$ cat src/rtl/exe_sched_pkg.sv
// Shared types and default sizes for the execute-stage issue scoreboard.
package exe_sched_pkg;

    localparam int NUM_REGS_DEF     = 32;
    localparam int REG_IDX_W_DEF    = 5;
    localparam int MAX_INFLIGHT_DEF = 4;

    typedef enum logic {
        RUN   = 1'b0,
        DRAIN = 1'b1
    } state_t;

endpackage

$ cat src/rtl/scoreboard_hazard_check.sv
// Combinational RAW/WAW hazard detection against the busy vector, with the
// register retiring this cycle already released.
module scoreboard_hazard_check
    import exe_sched_pkg::*;
#(
    parameter int NUM_REGS  = NUM_REGS_DEF,
    parameter int REG_IDX_W = REG_IDX_W_DEF
) (
    input  logic [NUM_REGS-1:0]  busy_vec,
    input  logic                 wb_valid,
    input  logic [REG_IDX_W-1:0] wb_dst,
    input  logic                 uses_a,
    input  logic [REG_IDX_W-1:0] src_a,
    input  logic                 uses_b,
    input  logic [REG_IDX_W-1:0] src_b,
    input  logic                 writes,
    input  logic [REG_IDX_W-1:0] dst,
    output logic                 hazard
);

    logic [NUM_REGS-1:0] eff_busy;

    always_comb begin
        eff_busy = busy_vec;
        if (wb_valid) eff_busy[wb_dst] = 1'b0;
        // r0 is hardwired zero and can never be pending.
        eff_busy[0] = 1'b0;
        hazard = (uses_a & eff_busy[src_a])
               | (uses_b & eff_busy[src_b])
               | (writes & eff_busy[dst]);
    end

endmodule

$ cat src/rtl/exe_issue_scoreboard.sv
// Issue controller in front of execute: tracks in-flight register writes,
// stalls dependent instructions and drains on flush.
// Optional stall counter output enabled by EXE_SCOREBOARD_STALL_CNT_EN.
module exe_issue_scoreboard
    import exe_sched_pkg::*;
#(
    parameter int NUM_REGS     = NUM_REGS_DEF,
    parameter int REG_IDX_W    = REG_IDX_W_DEF,
    parameter int MAX_INFLIGHT = MAX_INFLIGHT_DEF,
    parameter int CNT_W        = 3
) (
    input  logic                 clk,
    input  logic                 rst,
    input  logic                 issue_valid,
    output logic                 issue_ready,
    input  logic [REG_IDX_W-1:0] issue_src_a,
    input  logic [REG_IDX_W-1:0] issue_src_b,
    input  logic                 issue_uses_a,
    input  logic                 issue_uses_b,
    input  logic [REG_IDX_W-1:0] issue_dst,
    input  logic                 issue_writes,
    input  logic                 wb_valid,
    input  logic [REG_IDX_W-1:0] wb_dst,
    input  logic                 flush,
    output logic                 exe_en,
    output logic [NUM_REGS-1:0]  busy_vec,
    output logic [CNT_W-1:0]     inflight_cnt,
`ifdef EXE_SCOREBOARD_STALL_CNT_EN
    output logic [31:0]          stall_cycles,
`endif
    output logic                 draining,
    output logic                 wb_err
);

    state_t              state;
    logic                hazard;
    logic                cnt_full;
    logic                set_en;
    logic                wb_hit;
    logic [NUM_REGS-1:0] busy_next;

    scoreboard_hazard_check #(
        .NUM_REGS  (NUM_REGS),
        .REG_IDX_W (REG_IDX_W)
    ) u_hazard (
        .busy_vec (busy_vec),
        .wb_valid (wb_valid),
        .wb_dst   (wb_dst),
        .uses_a   (issue_uses_a),
        .src_a    (issue_src_a),
        .uses_b   (issue_uses_b),
        .src_b    (issue_src_b),
        .writes   (issue_writes),
        .dst      (issue_dst),
        .hazard   (hazard)
    );

    // Slot check uses the registered count; a same-cycle writeback frees nothing.
    assign cnt_full    = (inflight_cnt == CNT_W'(MAX_INFLIGHT));
    assign issue_ready = (state == RUN) && !flush && !hazard
                       && !(issue_writes && (issue_dst != '0) && cnt_full);
    assign exe_en      = issue_valid & issue_ready;
    assign set_en      = exe_en && issue_writes && (issue_dst != '0);
    assign wb_hit      = wb_valid && (wb_dst != '0) && busy_vec[wb_dst];
    assign draining    = (state == DRAIN);

    // Clear before set so a same-register issue/writeback pair leaves the bit set.
    always_comb begin
        busy_next = busy_vec;
        if (wb_hit) busy_next[wb_dst] = 1'b0;
        if (set_en) busy_next[issue_dst] = 1'b1;
    end

    always_ff @(posedge clk) begin
        if (!rst) begin
            busy_vec     <= '0;
            inflight_cnt <= '0;
            state        <= RUN;
            wb_err       <= 1'b0;
        end else begin
            busy_vec <= busy_next;
            if (set_en && !wb_hit)
                inflight_cnt <= inflight_cnt + CNT_W'(1);
            else if (!set_en && wb_hit)
                inflight_cnt <= inflight_cnt - CNT_W'(1);
            if (wb_valid && !wb_hit) wb_err <= 1'b1;
            case (state)
                RUN:     if (flush) state <= DRAIN;
                DRAIN:   if ((inflight_cnt == '0) && !flush) state <= RUN;
                default: state <= RUN;
            endcase
        end
    end

`ifdef EXE_SCOREBOARD_STALL_CNT_EN
    always_ff @(posedge clk) begin
        if (!rst)
            stall_cycles <= '0;
        else if (issue_valid && !issue_ready && (stall_cycles != '1))
            stall_cycles <= stall_cycles + 32'd1;
    end
`endif

    always_ff @(posedge clk) begin
        if (rst) begin
            assert (!(set_en && !wb_hit && cnt_full))
                else $error("inflight_cnt increment beyond MAX_INFLIGHT");
            assert (!(wb_hit && !set_en && (inflight_cnt == '0)))
                else $error("inflight_cnt decrement below zero");
        end
    end

endmodule

$ cat config.mk
export PLATFORM = sky130hd
export DESIGN_NAME = exe_issue_scoreboard
export DESIGN_NICKNAME = d
export VERILOG_FILES = /design/src/rtl/exe_sched_pkg.sv /design/src/rtl/scoreboard_hazard_check.sv /design/src/rtl/exe_issue_scoreboard.sv
export SDC_FILE = /design/constraint.sdc
export NUM_CORES = 1
export LEC_CHECK = 0
export CAP_MARGIN = 25
export CORE_ASPECT_RATIO = 1.4
export CORE_MARGIN = 10
export CORE_UTILIZATION = 35
export CTS_CLUSTER_SIZE = 8
export DETAILED_ROUTE_END_ITERATION = 10
export HOLD_SLACK_MARGIN = 0.03
export PLACE_DENSITY = 0.68
export SLEW_MARGIN = 25
export SYNTH_ARGS = -nofsm -noshare
export SYNTH_HDL_FRONTEND = slang
export SYNTH_SLANG_ARGS = --single-unit
$ cat constraint.sdc
create_clock -name clk -period 4.7 [get_ports clk]
set_input_delay 0.94 -clock clk [delete_from_list [all_inputs] [get_ports clk]]
set_output_delay 0.94 -clock clk [all_outputs]
set_load 0.1 [all_outputs]
## Yosys cells after proc, flatten, opt, wreduce, memory -nomap -nowiden

Index checks and enable logic that the tools add are counted.

- Flip-flop bits (word level): 37
- Bits in latches: 0
- Memory bits (writable): 0
- ROM bits: 0
- Input bits: 28
- Output and inout port bits: 39
- Memories: 0

- Add/subtract/negate cells: 2
- Multiply operators: 0
- Divide/modulo/power cells: 0
- Magnitude comparators: 6
- Equal/unequal tests: 1
- Shift-type cells: 0
- Multiplexer cells: 20
- Bitwise gates (word level): 10
- Reductions and logical operators: 24

Operators with widths:

| operator | count |
|---|---|
| 32-bit 2-to-1 mux | 3 |
| 32-bit bitwise AND | 1 |
| 32-bit NOT | 1 |
| 32-bit bitwise OR | 1 |
| 5-bit by 6-bit < comparator with 1-bit output (second input constant) | 4 |
| 1-bit binary-select mux with 5-bit select | 4 |
| 1-bit logical AND | 15 |
| 1-bit demux with 5-bit select | 2 |
| 5-bit by 1-bit greater-or-equal comparator with 1-bit output (second input constant) | 2 |
| 5-bit nonzero test | 2 |
| 1-bit 2-to-1 mux | 8 |
| 3-bit 2-to-1 mux | 2 |
| 1-bit zero test | 5 |
| 1-bit bitwise AND | 4 |
| 3-bit by 1-bit adder with 3-bit output (second input constant) | 1 |
| 3-bit equality test (second input constant) | 1 |
| 3-bit zero test | 1 |
| 3-bit by 1-bit subtractor with 3-bit output (second input constant) | 1 |
| 1-bit bitwise OR | 2 |
| 1-bit one-hot mux with 2 select lines | 1 |
| 2-bit nonzero test | 1 |
| 1-bit NOT | 1 |

## Depth between registers and ports, before layout

- Word-level depth: 22
- Depth in mapped cells: 16
- Mapped depth without buffers: 13

## Cells and area by module

A second synthesis with hierarchy kept.

- Cell total of the unflattened synthesis: 449
- Area total of the unflattened synthesis: 3,568.4 µm²

Modules (own cells, without submodules):

| module | times used | cells each | area an instance (µm²) | seq. area each (µm²) |
|---|---|---|---|---|
| exe_issue_scoreboard | 1 | 272 | 2,237.1 | 740.7 |
| scoreboard_hazard_check | 1 | 177 | 1,331.3 | 0.0 |

## Worst setup path after synthesis

No wires, ideal clock.

- Path type: input port to output port
- Start: input port wb_dst[2]
- End: output port exe_en
- Arrival: 5,084 ps
- Path slack: -1,324 ps
- Stages on the path: 9
- Buffers on the path: 2
- Cell sequence: buf_2 -> nand2b_1 -> buf_2 -> o21a_1 -> mux4_2 -> o31ai_1 -> nor4_2 -> or4b_1 -> nor3_1

- Cells in the longest elaborated chain, start to end: 16
- Elaborated cells on any way between the ends: 23
- Those cells by class: order compare (2); mux (9); bitwise (8); reduce/logical (4)

Ends and longest elaborated chain:

| element | line | text |
|---|---|---|
| from (decl) | exe_issue_scoreboard.sv:23 | `input logic [REG_IDX_W-1:0] wb_dst,` |
| 5-bit by 6-bit < comparator with 1-bit output (not written as such) or 5-bit by 1-bit greater-or-equal comparator with 1-bit output (tied branches) | scoreboard_hazard_check.sv:25 | `if (wb_valid) eff_busy[wb_dst] = 1'b0;` |
| 1-bit logical AND (not written as such) | scoreboard_hazard_check.sv:25 |  |
| 1-bit 2-to-1 mux (not written as such) | scoreboard_hazard_check.sv:25 |  |
| 1-bit demux with 5-bit select * | n/a |  |
| 32-bit NOT (no source line) * | n/a |  |
| 32-bit bitwise AND (no source line) * | n/a |  |
| 32-bit 2-to-1 mux * | scoreboard_hazard_check.sv:25 |  |
| 1-bit binary-select mux with 5-bit select (on tied branches) | scoreboard_hazard_check.sv:28, scoreboard_hazard_check.sv:29 |  |
| 1-bit 2-to-1 mux (on tied branches) | scoreboard_hazard_check.sv:28, scoreboard_hazard_check.sv:29 |  |
| 1-bit bitwise AND (on tied branches) | scoreboard_hazard_check.sv:28, scoreboard_hazard_check.sv:29 |  |
| 1-bit bitwise OR | scoreboard_hazard_check.sv:29 | `\| (uses_b & eff_busy[src_b])` |
| 1-bit bitwise OR * | scoreboard_hazard_check.sv:30 | `\| (writes & eff_busy[dst]);` |
| 1-bit zero test * | exe_issue_scoreboard.sv:60 | `assign issue_ready = (state == RUN) && !flush && !hazard` |
| 1-bit logical AND * | exe_issue_scoreboard.sv:60 |  |
| 1-bit logical AND * | exe_issue_scoreboard.sv:61 | `&& !(issue_writes && (issue_dst != '0) && cnt_full);` |
| 1-bit bitwise AND * | exe_issue_scoreboard.sv:62 | `assign exe_en = issue_valid & issue_ready;` |
| to (decl) | exe_issue_scoreboard.sv:25 | `output logic exe_en,` |

Every way passes the cells marked *; elsewhere a longest branch is shown, timed or not. The select of a mux whose other input is x is not followed.

## Worst setup path after layout

- Start: input port wb_dst[4]
- End: output port exe_en

Same word-level chain as after synthesis.

==> flow_metrics.py <==
metrics = {
    "yosys": {
        "syn_nets": 373,
        "syn_area_um2": 3110,
        "netlist_instances": 343,
        "synth_top_family_by_area": "compound AO/OA/AOI/OAI gates",
        "synth-main-ff-cell": "dfxtp_1",
        "synth_seq_cells": 37,
        "syn_area_per_cell_um2": 9.07,
        "ys_seq_area_share_pct": 23.8,
        "synthArstFlopShare_pct": 0,
        "yosys.area_share.adder_pct": 1.05,
        "synth_edf_count": 0,
        "synth_top_cell_area_share_pct": 23.8,
        "synth_warnings": 0,
        "synth-compound-area-share_pct": 27.8,
        "synthMuxAreaShare_pct": 16.7,
        "synth-simple-area-share_pct": 23.2,
        "ys_top_cells_by_area": "dfxtp_1 (24%), mux4_2 (14%), a32o_1 (3.9%)",
        "synth_xor_xnor_area_share_pct": 1.41,
        "synth_top_area_cell": "dfxtp_1",
        "synthDistinctLibCells": 64,
    },
    "timing": {
        "tightest_slew_ns": 0.995,
        "tns_ns": 0,
        "slew_viol_final": 0,
        "timing.fmax_ghz": 0.216,
        "rsz0062_at_grt": "true",
        "hold_viol_final": 0,
        "relSlewSlack_pct": 33.5,
        "post-route-period-util_pct": 98.6,
        "whs_ns": 0.467,
        "skew_ns": 0.00866,
        "finalSetupViolations": 0,
        "period_needed_ns": 4.63,
    },
    "clock_network": {
        "cts_root_buf": "clkbuf_16",
        "cts_num_sinks": 37,
        "cts_htree_levels": 2,
        "tritoncts": "built",
        "clock_path_buffers": 2,
        "clkSlewWorstSetupHoldPaths_ns": 0.07,
        "postCtsHoldBufs": 0,
        "clock_latency_ns": 0.30,
        "cts_buffers": 5,
        "cts_setup_buffers": 0,
    },
    "worst_setup_path": {
        "reg2reg_to": "inflight_cnt[2]",
        "cpPeakStageDelay_ns": 0.53,
        "crit_path_start": "wb_dst[4]",
        "worst-r2r-cell-count": 13,
        "crit_required_ns": 3.76,
        "slowest_stage": "or4b_4",
        "startpoint_type": "input port",
        "reg2reg_setup_slack_ns": 1.58,
        "cpMostUsedCell": "buf_4",
        "crit_path_max_fanout": 6,
        "critPathCaptureType": "output port",
        "path_cells": "clkdlybuf4s50_1 > buf_4 > nand2b_4 > buf_4 > o21a_1 > or4b_1 > o311ai_1 > a221oi_1 > or4b_4 > nor3_4 > buf_12",
        "critical_path_class": "in2out",
        "arrival_ns": 3.69,
        "regToRegStartpoint": "busy_vec[1]",
    },
    "routing": {
        "wire_per_inst_um": 23.2,
        "finalWirelength_um": 13300,
        "dr.pass1.iters": 5,
        "drt-initial-drc-count": 415,
        "via_count": 3654,
        "vias_per_cell": 6.38,
        "drc_errors": 0,
        "drtAntennaViolNets": 0,
    },
    "min_path": {
        "hold_path_end": "busy_vec[0]",
        "hold_depth": 1,
        "hold_path.class": "reg2reg",
        "min_from": "busy_vec[0]",
    },
    "power": {
        "total_power_uw": 1040,
        "intPower_uw": 728,
        "p_sw_share_pct": 29.8,
        "peakVddDrop_mv": 0.179,
        "power_frac_seq_pct": 31.3,
        "power_leakage_uw": 0.00176,
        "power_frac_comb_pct": 24.8,
        "power_density_nw_per_um2": 221,
        "power.switching_uw": 309,
        "power_frac_clock_pct": 43.9,
    },
    "global_routing": {
        "antenna_found_initial": 0,
        "track_usage_pct": 19.8,
        "grt_max_degree": 32,
        "grt_pass1_vias": 3744,
        "grt_overflow": 0,
        "grt_pass1_wl_um": 20900,
    },
    "final_layout": {
        "n_fill_cell": 773,
        "final-seq-area_um2": 741,
        "multi_input_area_um2": 2280,
        "nets": 497,
        "area_delta_synth_final_pct": 50.5,
        "stdcell_area_um2": 4680,
        "finalNonFillerCells": 573,
        "diodes": 0,
        "layout-drive-gt1-share_pct": 31.0,
    },
    "placed_design": {
        "placed_area_um2": 4420,
        "dp_cells": 565,
        "hpwl_um": 10500,
        "place_congestion": 1.01,
        "port_buffers": 66,
    },
    "die": {
        "fp.dieH_um": 132,
        "initial_core_util_pct": 36.1,
        "dieArea_um2": 13100,
        "fp.dieW_um": 99.7,
        "coreArea_um2": 8610,
        "placementRows": 40,
        "ios": 67,
    },
    "run": {
        "drv_cap": 0,
    },
    "run_status": {
        "status": "completed",
    },
}
## power groups by stage
stage	Combinational [uW]	Sequential, uW	Clock [uW]
4_1_cts	255	324	455
2_1_floorplan	113	365	0
6_report	257	324	456
3_5_place_dp	247	332	0
3_3_place_gp	246	331	0
5_1_grt	271	325	469
## critical path, delay by kind of cell
kind / cells / cell delay [ns]
buffers and inverters: 4 / 0.96
AO/OA/AOI/OAI: 3 / 0.43
AND/OR/NAND/NOR: 4 / 1.35
## kinds of logic (layout without fill, tap and decap cells)
kind of cell / Yosys count / after routing
mux: 27 / 27
buf+inv: 39 / 164
compound gates: 113 / 113
xor+xnor: 5 / 5
flops: 37 / 37
fa+ha+maj: 2 / 2
simple gates: 120 / 120
## worst max-delay path by stage
stage	endpoint	cells past startpoint	slack, ns
2_1_floorplan	issue_ready	9	-0.13
3_3_place_gp	exe_en	10	-0.31
3_5_place_dp	exe_en	10	-0.38
4_1_cts	exe_en	11	0.008
5_1_grt	exe_en	10	-0.004
6_report	exe_en	11	0.07
## layer usage
metal | GRT usage (%) | wire, um | part of all wire (%)
met1 | 22.9 | 4980 | 37
met2 | 33.1 | 6590 | 50
met3 | 4.09 | 1060 | 7.9
met4 | 10.3 | 674 | 5.1
met5 | 0 | 0 | 0
## cells in the mapped netlist, types with 10 or more instances
| master | instances |
|---|---|
| nor2_1 | 27 |
| a31o_2 | 10 |
| mux4_2 | 20 |
| o211ai_1 | 10 |
| clkbuf_1 | 19 |
| o21ai_0 | 23 |
| dfxtp_1 | 37 |
| o21a_1 | 10 |
| nand3_1 | 11 |
| a21oi_1 | 10 |
| nand2_1 | 14 |
| a32o_1 | 12 |
## metrics by stage
| stage | worst slack (ns) | util (%) |
|---|---|---|
| 2_1_floorplan | -0.129 | - |
| 3_3_place_gp | -0.310 | 51.3 |
| 3_5_place_dp | -0.382 | 51.3 |
| 4_1_cts | 0.00813 | 54.4 |
| 5_1_grt | -0.00436 | 54.4 |
| 6_report | 0.0662 | 54.4 |
## repair_timing
item / in CTS / in global routing
gates resized for setup: 23 / 5
setup endpoints to repair: 3 / 2
pin swaps: 2 / 2
## cells in the final DEF, fill, tap and decap left out, types with 3 or more instances in the layout
cell	netlist	layout
a31o_2	10	10
o21ai_0	23	16
buf_4	0	83
o211ai_1	10	10
dlygate4sd2_1	0	4
nand4_1	4	4
inv_1	4	4
and3_1	5	5
dfxtp_1	37	37
nor2b_1	8	8
a31o_1	7	7
nand3_1	11	11
and3b_1	4	4
nand2_1	14	13
mux4_2	20	20
clkdlybuf4s50_1	0	60
o22ai_1	3	3
clkbuf_16	0	5
nor2_1	27	26
and2_1	6	6
nand2b_1	7	5
o21a_1	10	10
nand4b_1	5	5
nor3_1	8	7
a21oi_1	10	10
xor2_1	5	5
a32o_1	12	11
mux2i_1	7	7
nor3b_1	4	4
a2bb2o_1	4	4
o21ai_1	1	7
buf_12	0	3
## cell type report
| type | count | area share [%] |
|---|---|---|
| multi-input combinational | 267 | 48.6 |
| timing repair buffer | 150 | 28.2 |
| clock buffer | 5 | 2.67 |
| inverter | 6 | 0.481 |
| sequential | 37 | 15.8 |
| clock inverter | 3 | 1.47 |
| tap | 105 | 2.80 |
## state kept, by name (all words and copies together) (netlist names)
register      flops
busy_vec         32
draining          1
inflight_cnt      3
wb_err            1
No activity file was read; power rests on OpenSTA's default activity.
